File: src/rtl/mem_port_arbiter_if.sv
// Shared memory-port bus between the fetch/data arbiter (master) and the memory (slave).
interface mem_port_arbiter_if;
  logic        m_req;
  logic        m_write;
  logic [31:0] m_addr;
  logic [31:0] m_wdata;
  logic [1:0]  m_size;
  logic [31:0] m_rdata;
  logic        m_ready;

  modport master (
    output m_req, m_write, m_addr, m_wdata, m_size,
    input  m_rdata, m_ready
  );

  modport slave (
    input  m_req, m_write, m_addr, m_wdata, m_size,
    output m_rdata, m_ready
  );
endinterface

File: src/rtl/mem_port_arbiter.sv
// Arbitrates an instruction-fetch port and a load/store port onto one memory port,
// with bounded data-over-fetch priority and a BUSY-cycle timeout that aborts hung transfers.
module mem_port_arbiter #(
  parameter int TIMEOUT    = 255,
  parameter int FAIR_LIMIT = 2
) (
  input  logic               clk,
  input  logic               rst,
  input  logic               if_req,
  input  logic [31:0]        if_addr,
  output logic [31:0]        if_rdata,
  output logic               if_ack,
  input  logic               d_req,
  input  logic               d_write,
  input  logic [31:0]        d_addr,
  input  logic [31:0]        d_wdata,
  input  logic [1:0]         d_size,
  output logic [31:0]        d_rdata,
  output logic               d_ack,
  output logic               stall_if,
  output logic               stall_mem,
  output logic               bus_err,
  mem_port_arbiter_if.master mem
);

  localparam logic [1:0] IDLE   = 2'd0;
  localparam logic [1:0] BUSY_I = 2'd1;
  localparam logic [1:0] BUSY_D = 2'd2;

  localparam logic [15:0] FAIR_MAX = 16'(FAIR_LIMIT);
  localparam logic [15:0] TO_LAST  = 16'(TIMEOUT - 1);

  logic [1:0]  state;
  logic [15:0] fair_cnt;
  logic [15:0] busy_cnt;
  logic        if_ok;
  logic        d_ok;
  logic        fair_hit;
  logic        grant_i;
  logic        grant_d;
  logic        timeout_hit;

  // A port is not eligible in the cycle its own ack is high, so a held request is not replayed.
  assign if_ok    = if_req & ~if_ack;
  assign d_ok     = d_req & ~d_ack;
  assign fair_hit = (fair_cnt == FAIR_MAX);

  // A data request still held through its ack cycle counts as pending: the fetch waits
  // for it unless the data side has used up its consecutive-grant allowance.
  assign grant_i = (state == IDLE) & if_ok & (~d_req | fair_hit);
  assign grant_d = (state == IDLE) & d_ok & ~grant_i;

  assign timeout_hit = (busy_cnt == TO_LAST);

  assign mem.m_req = (state != IDLE);
  assign stall_if  = if_req & ~if_ack;
  assign stall_mem = d_req & ~d_ack;

  always_ff @(posedge clk) begin
    if (!rst) begin
      state       <= IDLE;
      mem.m_write <= 1'b0;
      mem.m_addr  <= '0;
      mem.m_wdata <= '0;
      mem.m_size  <= 2'b00;
      if_rdata    <= '0;
      d_rdata     <= '0;
      if_ack      <= 1'b0;
      d_ack       <= 1'b0;
      bus_err     <= 1'b0;
      fair_cnt    <= '0;
      busy_cnt    <= '0;
    end else begin
      if_ack <= 1'b0;
      d_ack  <= 1'b0;
      case (state)
        IDLE: begin
          if (grant_d) begin
            state       <= BUSY_D;
            mem.m_write <= d_write;
            mem.m_addr  <= d_addr;
            mem.m_wdata <= d_wdata;
            mem.m_size  <= d_size;
            busy_cnt    <= '0;
            if (if_req && !fair_hit) fair_cnt <= fair_cnt + 16'd1;
          end else if (grant_i) begin
            state       <= BUSY_I;
            mem.m_write <= 1'b0;
            mem.m_addr  <= if_addr;
            mem.m_wdata <= '0;
            mem.m_size  <= 2'b10;
            busy_cnt    <= '0;
            fair_cnt    <= '0;
          end
        end
        BUSY_I, BUSY_D: begin
          // A timeout abort completes like a normal transfer but returns zero data.
          if (mem.m_ready || timeout_hit) begin
            state <= IDLE;
            if (state == BUSY_I) begin
              if_ack   <= 1'b1;
              if_rdata <= mem.m_ready ? mem.m_rdata : 32'd0;
            end else begin
              d_ack <= 1'b1;
              if (!mem.m_write) d_rdata <= mem.m_ready ? mem.m_rdata : 32'd0;
            end
            if (!mem.m_ready) bus_err <= 1'b1;
          end else begin
            busy_cnt <= busy_cnt + 16'd1;
          end
        end
        default: state <= IDLE;
      endcase
    end
  end

endmodule

File: src/flat_wrapper.sv
// flat-port wrapper written by rule: the top's interface ports become plain ports
module mem_port_arbiter_flat 
#(
  parameter int TIMEOUT    = 255,
  parameter int FAIR_LIMIT = 2
)
  (clk, rst, if_req, if_addr, if_rdata, if_ack, d_req, d_write, d_addr, d_wdata, d_size, d_rdata, d_ack, stall_if, stall_mem, bus_err, mem_m_req, mem_m_write, mem_m_addr, mem_m_wdata, mem_m_size, mem_m_rdata, mem_m_ready);
  mem_port_arbiter_if mem_i ();
  input  logic clk;
  input  logic rst;
  input  logic if_req;
  input  logic [31:0] if_addr;
  output logic [31:0] if_rdata;
  output logic if_ack;
  input  logic d_req;
  input  logic d_write;
  input  logic [31:0] d_addr;
  input  logic [31:0] d_wdata;
  input  logic [1:0] d_size;
  output logic [31:0] d_rdata;
  output logic d_ack;
  output logic stall_if;
  output logic stall_mem;
  output logic bus_err;
  output wire logic [$bits(mem_i.m_req)-1:0] mem_m_req;
  output wire logic [$bits(mem_i.m_write)-1:0] mem_m_write;
  output wire logic [$bits(mem_i.m_addr)-1:0] mem_m_addr;
  output wire logic [$bits(mem_i.m_wdata)-1:0] mem_m_wdata;
  output wire logic [$bits(mem_i.m_size)-1:0] mem_m_size;
  input wire logic [$bits(mem_i.m_rdata)-1:0] mem_m_rdata;
  input wire logic [$bits(mem_i.m_ready)-1:0] mem_m_ready;
  assign mem_m_req = mem_i.m_req;
  assign mem_m_write = mem_i.m_write;
  assign mem_m_addr = mem_i.m_addr;
  assign mem_m_wdata = mem_i.m_wdata;
  assign mem_m_size = mem_i.m_size;
  assign mem_i.m_rdata = mem_m_rdata;
  assign mem_i.m_ready = mem_m_ready;
  mem_port_arbiter #(.TIMEOUT(TIMEOUT), .FAIR_LIMIT(FAIR_LIMIT)) u_core (.clk(clk), .rst(rst), .if_req(if_req), .if_addr(if_addr), .if_rdata(if_rdata), .if_ack(if_ack), .d_req(d_req), .d_write(d_write), .d_addr(d_addr), .d_wdata(d_wdata), .d_size(d_size), .d_rdata(d_rdata), .d_ack(d_ack), .stall_if(stall_if), .stall_mem(stall_mem), .bus_err(bus_err), .mem(mem_i));
endmodule
File: config.mk
export PLATFORM = sky130hd
export DESIGN_NAME = mem_port_arbiter_flat
export DESIGN_NICKNAME = d
export VERILOG_FILES = /design/src/rtl/mem_port_arbiter_if.sv /design/src/rtl/mem_port_arbiter.sv /design/src/flat_wrapper.sv
export SDC_FILE = /design/constraint.sdc
export NUM_CORES = 1
export LEC_CHECK = 0
export ABC_CLOCK_PERIOD_IN_PS = 3500
export BUFFER_PORTS_ARGS = -buffer_cell sky130_fd_sc_hd__buf_2
export CAP_MARGIN = 15
export CORE_ASPECT_RATIO = 0.75
export CORE_MARGIN = 10
export CORE_UTILIZATION = 35
export CTS_BUF_LIST = sky130_fd_sc_hd__clkbuf_4 sky130_fd_sc_hd__clkbuf_8
export CTS_CLUSTER_SIZE = 14
export DETAILED_ROUTE_END_ITERATION = 16
export SKIP_CTS_REPAIR_TIMING = 1
export SLEW_MARGIN = 5
export SYNTH_ARGS = -nofsm -noshare
export SYNTH_HDL_FRONTEND = slang
export SYNTH_SLANG_ARGS = --single-unit
File: constraint.sdc
create_clock -name clk -period 3.5 [get_ports clk]
set_clock_uncertainty 0.1 [all_clocks]
set_input_delay 0.35 -clock clk [delete_from_list [all_inputs] [get_ports clk]]
set_output_delay 0.35 -clock clk [all_outputs]
set_load 0.05 [all_outputs]
==> results of run 1 <==
-- cells in the final DEF (no fill, tap or decap), drive strengths merged, types with 2 or more instances in the layout --
cell / Yosys / final
or3: 2 / 2
mux2: 2 / 2
dfxtp: 168 / 168
nand3: 58 / 58
ha: 7 / 7
o21ai: 3 / 3
a31oi: 2 / 2
o211a: 9 / 9
a41oi: 2 / 2
and3: 16 / 16
and2: 4 / 4
nor3: 9 / 9
dlygate4sd3: 0 / 12
a211o: 4 / 4
and4: 5 / 5
a221o: 8 / 8
xnor2: 5 / 5
xor2: 8 / 8
or2: 3 / 3
a311oi: 25 / 25
o21a: 2 / 2
or4: 3 / 3
nor2: 87 / 87
nand2: 181 / 181
clkinv: 0 / 7
nor2b: 4 / 4
a22oi: 31 / 31
nor4: 6 / 6
a31o: 2 / 2
nor4b: 3 / 3
clkbuf: 45 / 17
nand3b: 3 / 3
buf: 16 / 281
nand4: 8 / 8
a21oi: 71 / 71
inv: 10 / 16
-- layer usage --
| layer | share of wire | track usage | vias to the layer above | wire length (um) |
|---|---|---|---|---|
| li1 | - | - | 3374 | - |
| met1 | 0.42 | 0.204 | 3159 | 9670 |
| met2 | 0.49 | 0.284 | 201 | 11400 |
| met3 | 0.073 | 0.0605 | 23 | 1690 |
| met4 | 0.017 | 0.0577 | 2 | 403 |
| met5 | 0.00030 | 0 | - | 7 |
-- per-stage QoR --
stage	total power, mW	instance area, sq um	hold slack (ps)	cells	utilization
3_3_place_gp	3.32	8460	334	1294	0.437
4_1_cts	4.69	8850	-29.0	1325	0.457
6_report	4.65	9000	11.6	1339	0.465
3_5_place_dp	3.32	8460	341	1294	0.437
2_1_floorplan	2.97	6920	375	822	-
5_1_grt	4.89	9000	1.46	1339	0.465
-- cell type report --
| type | count | area [sq um] |
|---|---|---|
| clock inverters | 14 | 156 |
| flip-flops and latches | 168 | 3360 |
| diodes | 1 | 2.50 |
| well taps | 253 | 317 |
| clock buffers | 17 | 234 |
| repair buffers | 293 | 1620 |
| fillers | 2011 | 10400 |
| multi-input cells | 583 | 3280 |
| inverters | 10 | 37.5 |
-- flip-flops by register name (all words and copies together), names as in the netlist --
signal and cells:
u_core.mem.m_wdata 32, u_core.if_ack 1, u_core.mem.m_size 2, u_core.d_ack 1, u_core.state 2, u_core.d_rdata 32
u_core.if_rdata 32, u_core.mem.m_addr 32, u_core.fair_cnt 16, u_core.bus_err 1, u_core.busy_cnt 16, u_core.mem.m_write 1
-- power by group --
group          internal, mW  switching (mW)
clock                 0.534           0.824
combinational         0.321           0.880
sequential             2.03          0.0613
-- critical path: stages, from the launching register on --
cell and delay, ps:
dfxtp_1 390, inv_1 90, ha_1 400, nor4b_2 330, a41oi_4 240, or3_1 550, buf_16 240, nand2_1 70
a21oi_1 60
-- worst paths after layout --
check | to | start | slack (ps)
max | u_core.d_rdata[19]$_SDFFE_PN0P_ | u_core.state[1]$_SDFFE_PN0P_ | 910
min | u_core.mem.m_wdata[8]$_SDFFE_PN0P_ | d_wdata[8] | 10
max reg2reg | u_core.d_rdata[19]$_SDFFE_PN0P_ | u_core.state[1]$_SDFFE_PN0P_ | 910
min reg2reg | u_core.d_rdata[28]$_SDFFE_PN0P_ | u_core.d_rdata[28]$_SDFFE_PN0P_ | 350
-- logic make-up after synthesis --
kind of cell,after synthesis,synth area share
and+or+nand+nor,396,0.268
DFF,168,0.486
AOI/OAI and AO/OA,165,0.172
buffers and inverters,71,0.0425
xor gates and xnor gates,13,0.0164
adders and majority gates,7,0.0126
muxes,2,0.00325
==> summary.md, run 1 <==
| Metric | Value |
|---|---|
| Routability cong. | 0.790 |
| H-tree depth | 4 |
| Final worst setup slack | 911 ps |
| DRT Wirelength | 23,200 um |
| Die Wd | 182 um |
| Reg2Reg Depth | 8 |
| Reg clk slew, reported paths | 110 ps |
| Synth Area per Inst | 8.42 sq um |
| Via/cell ratio | 5.05 |
| Hold depth | 3 |
| DR pass1 iterations | 5 |
| Share of cells above drive strength 1 | 0.309 |
| Yosys warnings | 0 |
| Total CTS buffers | 17 |
| Initial DRC Count | 442 |
| Fmax | 386 MHz |
| Routed Antenna Nets | 0 |
| CP Launch Type | flop |
| Power Dens Cells | 517 nW/um^2 |
| Top FF cell, synth | dfxtp_1 |
| I/O pin count | 273 |
| Vias post-DR | 6,759 |
| Largest net degree at the start of global routing | 72 |
| Area grow syn2layout | 30.1% |
| DIE HEIGHT | 142 um |
| Worst vdd ir | 0.249 mV |
| Cells after synthesis | 822 |
| Nets | 1,216 |
| Async S/R FF share, synth | 0 |
| Commonest cells post-synth | 181 x nand2_1, 168 x dfxtp_1, 86 x nor2_1 |
| Syn Nets | 965 |
| Core area | 19,400 sq um |
| Number of flops mapped to enable cells by yosys | 0 |
| Global-route usage over all layers | 0.172 |
| Worst EP required | 3730 ps |
| RSZ-0062 raised after global routing | false |
| CTS tree | yes |
| Setup Viol. Count Final | 0 |
| Status | completed |
| Part of the cycle the worst path needs | 0.740 |
| Clk root buf | clkbuf_8 |
| Maximum clock path buffer count | 2 |
| Residual DRC count | 0 |
| DIE AREA | 25,900 sq um |
| CP arrival | 2820 ps |
| Critical path endpoint category | flop |
| Count of final hold-check violations | 0 |
| Sequential-to-total area share from yosys stat | 0.486 |
| Rel. slew slack | 0.521 |
| Starting Density | 0.357 |
| WL/cell | 17.3 um |
| Maximum net fanout on the critical path | 25 |
| Yosys reg bits | 168 |
| Post-DP HPWL | 16,700 um |
| Number of port buffers | 272 |
| Pre-CTS setup slack | 707 ps |
| Worst skew pair latency | 450 ps |
| FP Rows | 44 |
| Kind of critical path | reg2reg |
| Mapped Area | 6920 sq um |
| Setup TNS | 0 ps |
| Minimum clock period | 2590 ps |
| Slew @ Worst Pin | 713 ps |
| Yosys cell types | 59 |
| Initial antenna violation count | 2 |
| First-pass GRT wire length | 36,300 um |
| Vias in the first global route | 6,604 |
| Slew Viols, Final | 0 |
| Biggest area consumer among synthesized cells | dfxtp_1 |
| Max-Cap Viols | 0 |
| HP Class | in2reg |
| Largest cells by area after synthesis | dfxtp_1 49%, nand2_1 9.8%, a21oi_1 5.1%, nor2_1 4.7%, nand3_1 4.2% |
| Yosys top cell area share | 0.486 |
| Leak | 4.08 nW |
| Clock sinks | 168 |
| Congestion Overflow GR | 0 |
| Most numerous cell in the Yosys netlist | nand2_1 |
Note: power is estimated with default switching activity, not from simulation.
==> run 2, diff against run 1 <==
Settings changed: ABC_CLOCK_PERIOD_IN_PS 3500 to 2400.
Clock period 3.5 ns to 2.4 ns, I/O delays scaled along.
==> summary.md, run 2 (synthesis results as in run 1) <==
| Metric | Value |
|---|---|
| I/O pin count | 273 |
| FP Rows | 44 |
| Most frequent cells in the layout | 272 x buf_2, 181 x nand2_1, 168 x dfxtp_1 |
| Area grow syn2layout | 48.2% |
| Setup Viol. Count Final | 0 |
| Maximum clock path buffer count | 2 |
| Maximum net fanout on the critical path | 32 |
| Routability cong. | 0.848 |
| Starting Density | 0.357 |
| Max-Cap Viols | 0 |
| Core area | 19,400 sq um |
| Number of port buffers | 272 |
| CTS tree | yes |
| Cell Chain, Critical Path | inv_1 > ha_2 > nor4b_4 > a41oi_4 > or3_1 > buf_12 > nand2_1 > a21oi_1 |
| Share of cells above drive strength 1 | 0.289 |
| Via/cell ratio | 4.97 |
| Largest net degree at the start of global routing | 91 |
| DR pass1 iterations | 4 |
| Residual DRC count | 0 |
| Worst vdd ir | 0.388 mV |
| Setup TNS | 0 ps |
| CP Launch Type | flop |
| Worst EP required | 2620 ps |
| H-tree depth | 4 |
| Slew @ Worst Pin | 544 ps |
| Power Dens Cells | 684 nW/um^2 |
| Total CTS buffers | 17 |
| Top routing layer in use | met4 |
| Clk root buf | clkbuf_8 |
| Kind of critical path | reg2reg |
| R2r setup slk | 150 ps |
| First-pass GRT wire length | 36,800 um |
| Vias post-DR | 7,270 |
| Routed met1 length | 10,200 um |
| Congestion Overflow GR | 0 |
| P_sw | 2.65 mW |
| Sw Share | 0.377 |
| Part of the cycle the worst path needs | 0.938 |
| Layout Utilization | 0.530 |
| RSZ-0062 raised after global routing | false |
| Initial antenna violation count | 0 |
| Vias in the first global route | 6,649 |
| Clock share of power | 0.284 |
| Status | completed |
| Initial DRC Count | 510 |
| Die Wd | 182 um |
| Commonest non-fill, non-tap cell in the layout | buf_2 |
| Reg-to-Reg Start | u_core.state[1]$_SDFFE_PN0P_ |
| Fill cells | 1,790 |
| DRT Wirelength | 25,100 um |
| Worst skew pair latency | 460 ps |
| Fmax | 444 MHz |
| Reg clk slew, reported paths | 100 ps |
| Sequential Power Share | 0.435 |
| HP Class | in2reg |
| Reg2Reg Depth | 8 |
| Leak | 4.63 nW |
| Clock sinks | 168 |
| Critical path endpoint category | flop |
| Post-DP HPWL | 17,200 um |
| P_int | 4.38 mW |
| Worst R2R End | u_core.d_rdata[26]$_SDFFE_PN0P_ |
| DIE HEIGHT | 142 um |
| Global-route usage over all layers | 0.175 |
| Slew Viols, Final | 0 |
| DIE AREA | 25,900 sq um |
| Count of final hold-check violations | 0 |
| Slowest CP cell | ha_2 |
| Minimum clock period | 2250 ps |
| Rel. slew slack | 0.637 |
| DR WL met3 | 1850 um |
| WL/cell | 17.2 um |
| Combinational power share | 0.281 |
| Met2 WL | 12,600 um |
| Hold depth | 4 |
| Nets | 1,341 |
| Diode count | 0 |
| Hold Path Sink | u_core.mem.m_addr[20]$_SDFFE_PN0P_ |
| Max incr delay on CP | 400 ps |
| Routed Antenna Nets | 0 |
| CP arrival | 2470 ps |
| Hold_sp | d_addr[20] |
==> run 2: metrics by stage <==
stage / hold slack, ps / power [mW] / cells / instance area, sq um / worst slack, ps
after detailed placement: 340 / 4.92 / 1309 / 8630 / 76.0
after global routing: 16.4 / 7.36 / 1463 / 10300 / 32.2
after CTS: -142 / 6.91 / 1340 / 9020 / 51.5
after floorplan: 275 / 4.33 / 822 / 6920 / 169
final: 21.7 / 7.02 / 1463 / 10300 / 150
after global placement: 336 / 4.91 / 1309 / 8630 / 158
==> run 2: power groups by stage <==
stage / combinational [mW] / sequential, mW / clock, mW
final: 1.97 / 3.06 / 2.00
after global routing: 2.12 / 3.08 / 2.17
after CTS: 1.81 / 3.05 / 2.05
after detailed placement: 1.80 / 3.11 / 0
after global placement: 1.80 / 3.11 / 0
after floorplan: 0.640 / 3.69 / 0
==> run 2: cell type report <==
class,instances,area (sq um),area share
inverter,10,37.5,0.00366
clock buffer,17,234,0.0228
tap,253,317,0.0308
sequential,168,3360,0.328
timing repair buffer,418,2870,0.279
clock inverter,14,161,0.0157
multi-input combinational,583,3290,0.320
==> run 2: how the worst max path moves through the flow <==
stage                                  from                                end  slack (ps)  cells past startpoint
2_1_floorplan  u_core.state[0]$_SDFFE_PN0P_  u_core.mem.m_size[0]$_SDFFE_PN0P_         170                      9
3_3_place_gp   u_core.state[1]$_SDFFE_PN0P_   u_core.busy_cnt[10]$_SDFFE_PN0P_         160                      8
3_5_place_dp   u_core.state[1]$_SDFFE_PN0P_    u_core.busy_cnt[3]$_SDFFE_PN0P_          80                      8
4_1_cts        u_core.state[1]$_SDFFE_PN0P_    u_core.d_rdata[26]$_SDFFE_PN0P_          50                      8
5_1_grt        u_core.state[1]$_SDFFE_PN0P_     u_core.d_rdata[3]$_SDFFE_PN0P_          30                      8
6_report       u_core.state[1]$_SDFFE_PN0P_    u_core.d_rdata[26]$_SDFFE_PN0P_         150                      8
==> run 2: routing by layer <==
layer | up-vias | global-route usage
met1 | 3365 | 0.204
met4 | 0 | 0.0525
met2 | 252 | 0.294
met5 | - | 0
met3 | 33 | 0.0630
li1 | 3620 | -
==> run 2: worst max-delay path, delay by kind of cell (launching register included) <==
| kind | cells | cell delay [ps] |
|---|---|---|
| buffers and inverters | 2 | 270 |
| DFF | 1 | 390 |
| AOI/OAI and AO/OA | 2 | 240 |
| and+or+nand+nor | 3 | 730 |
| adders and majority gates | 1 | 400 |
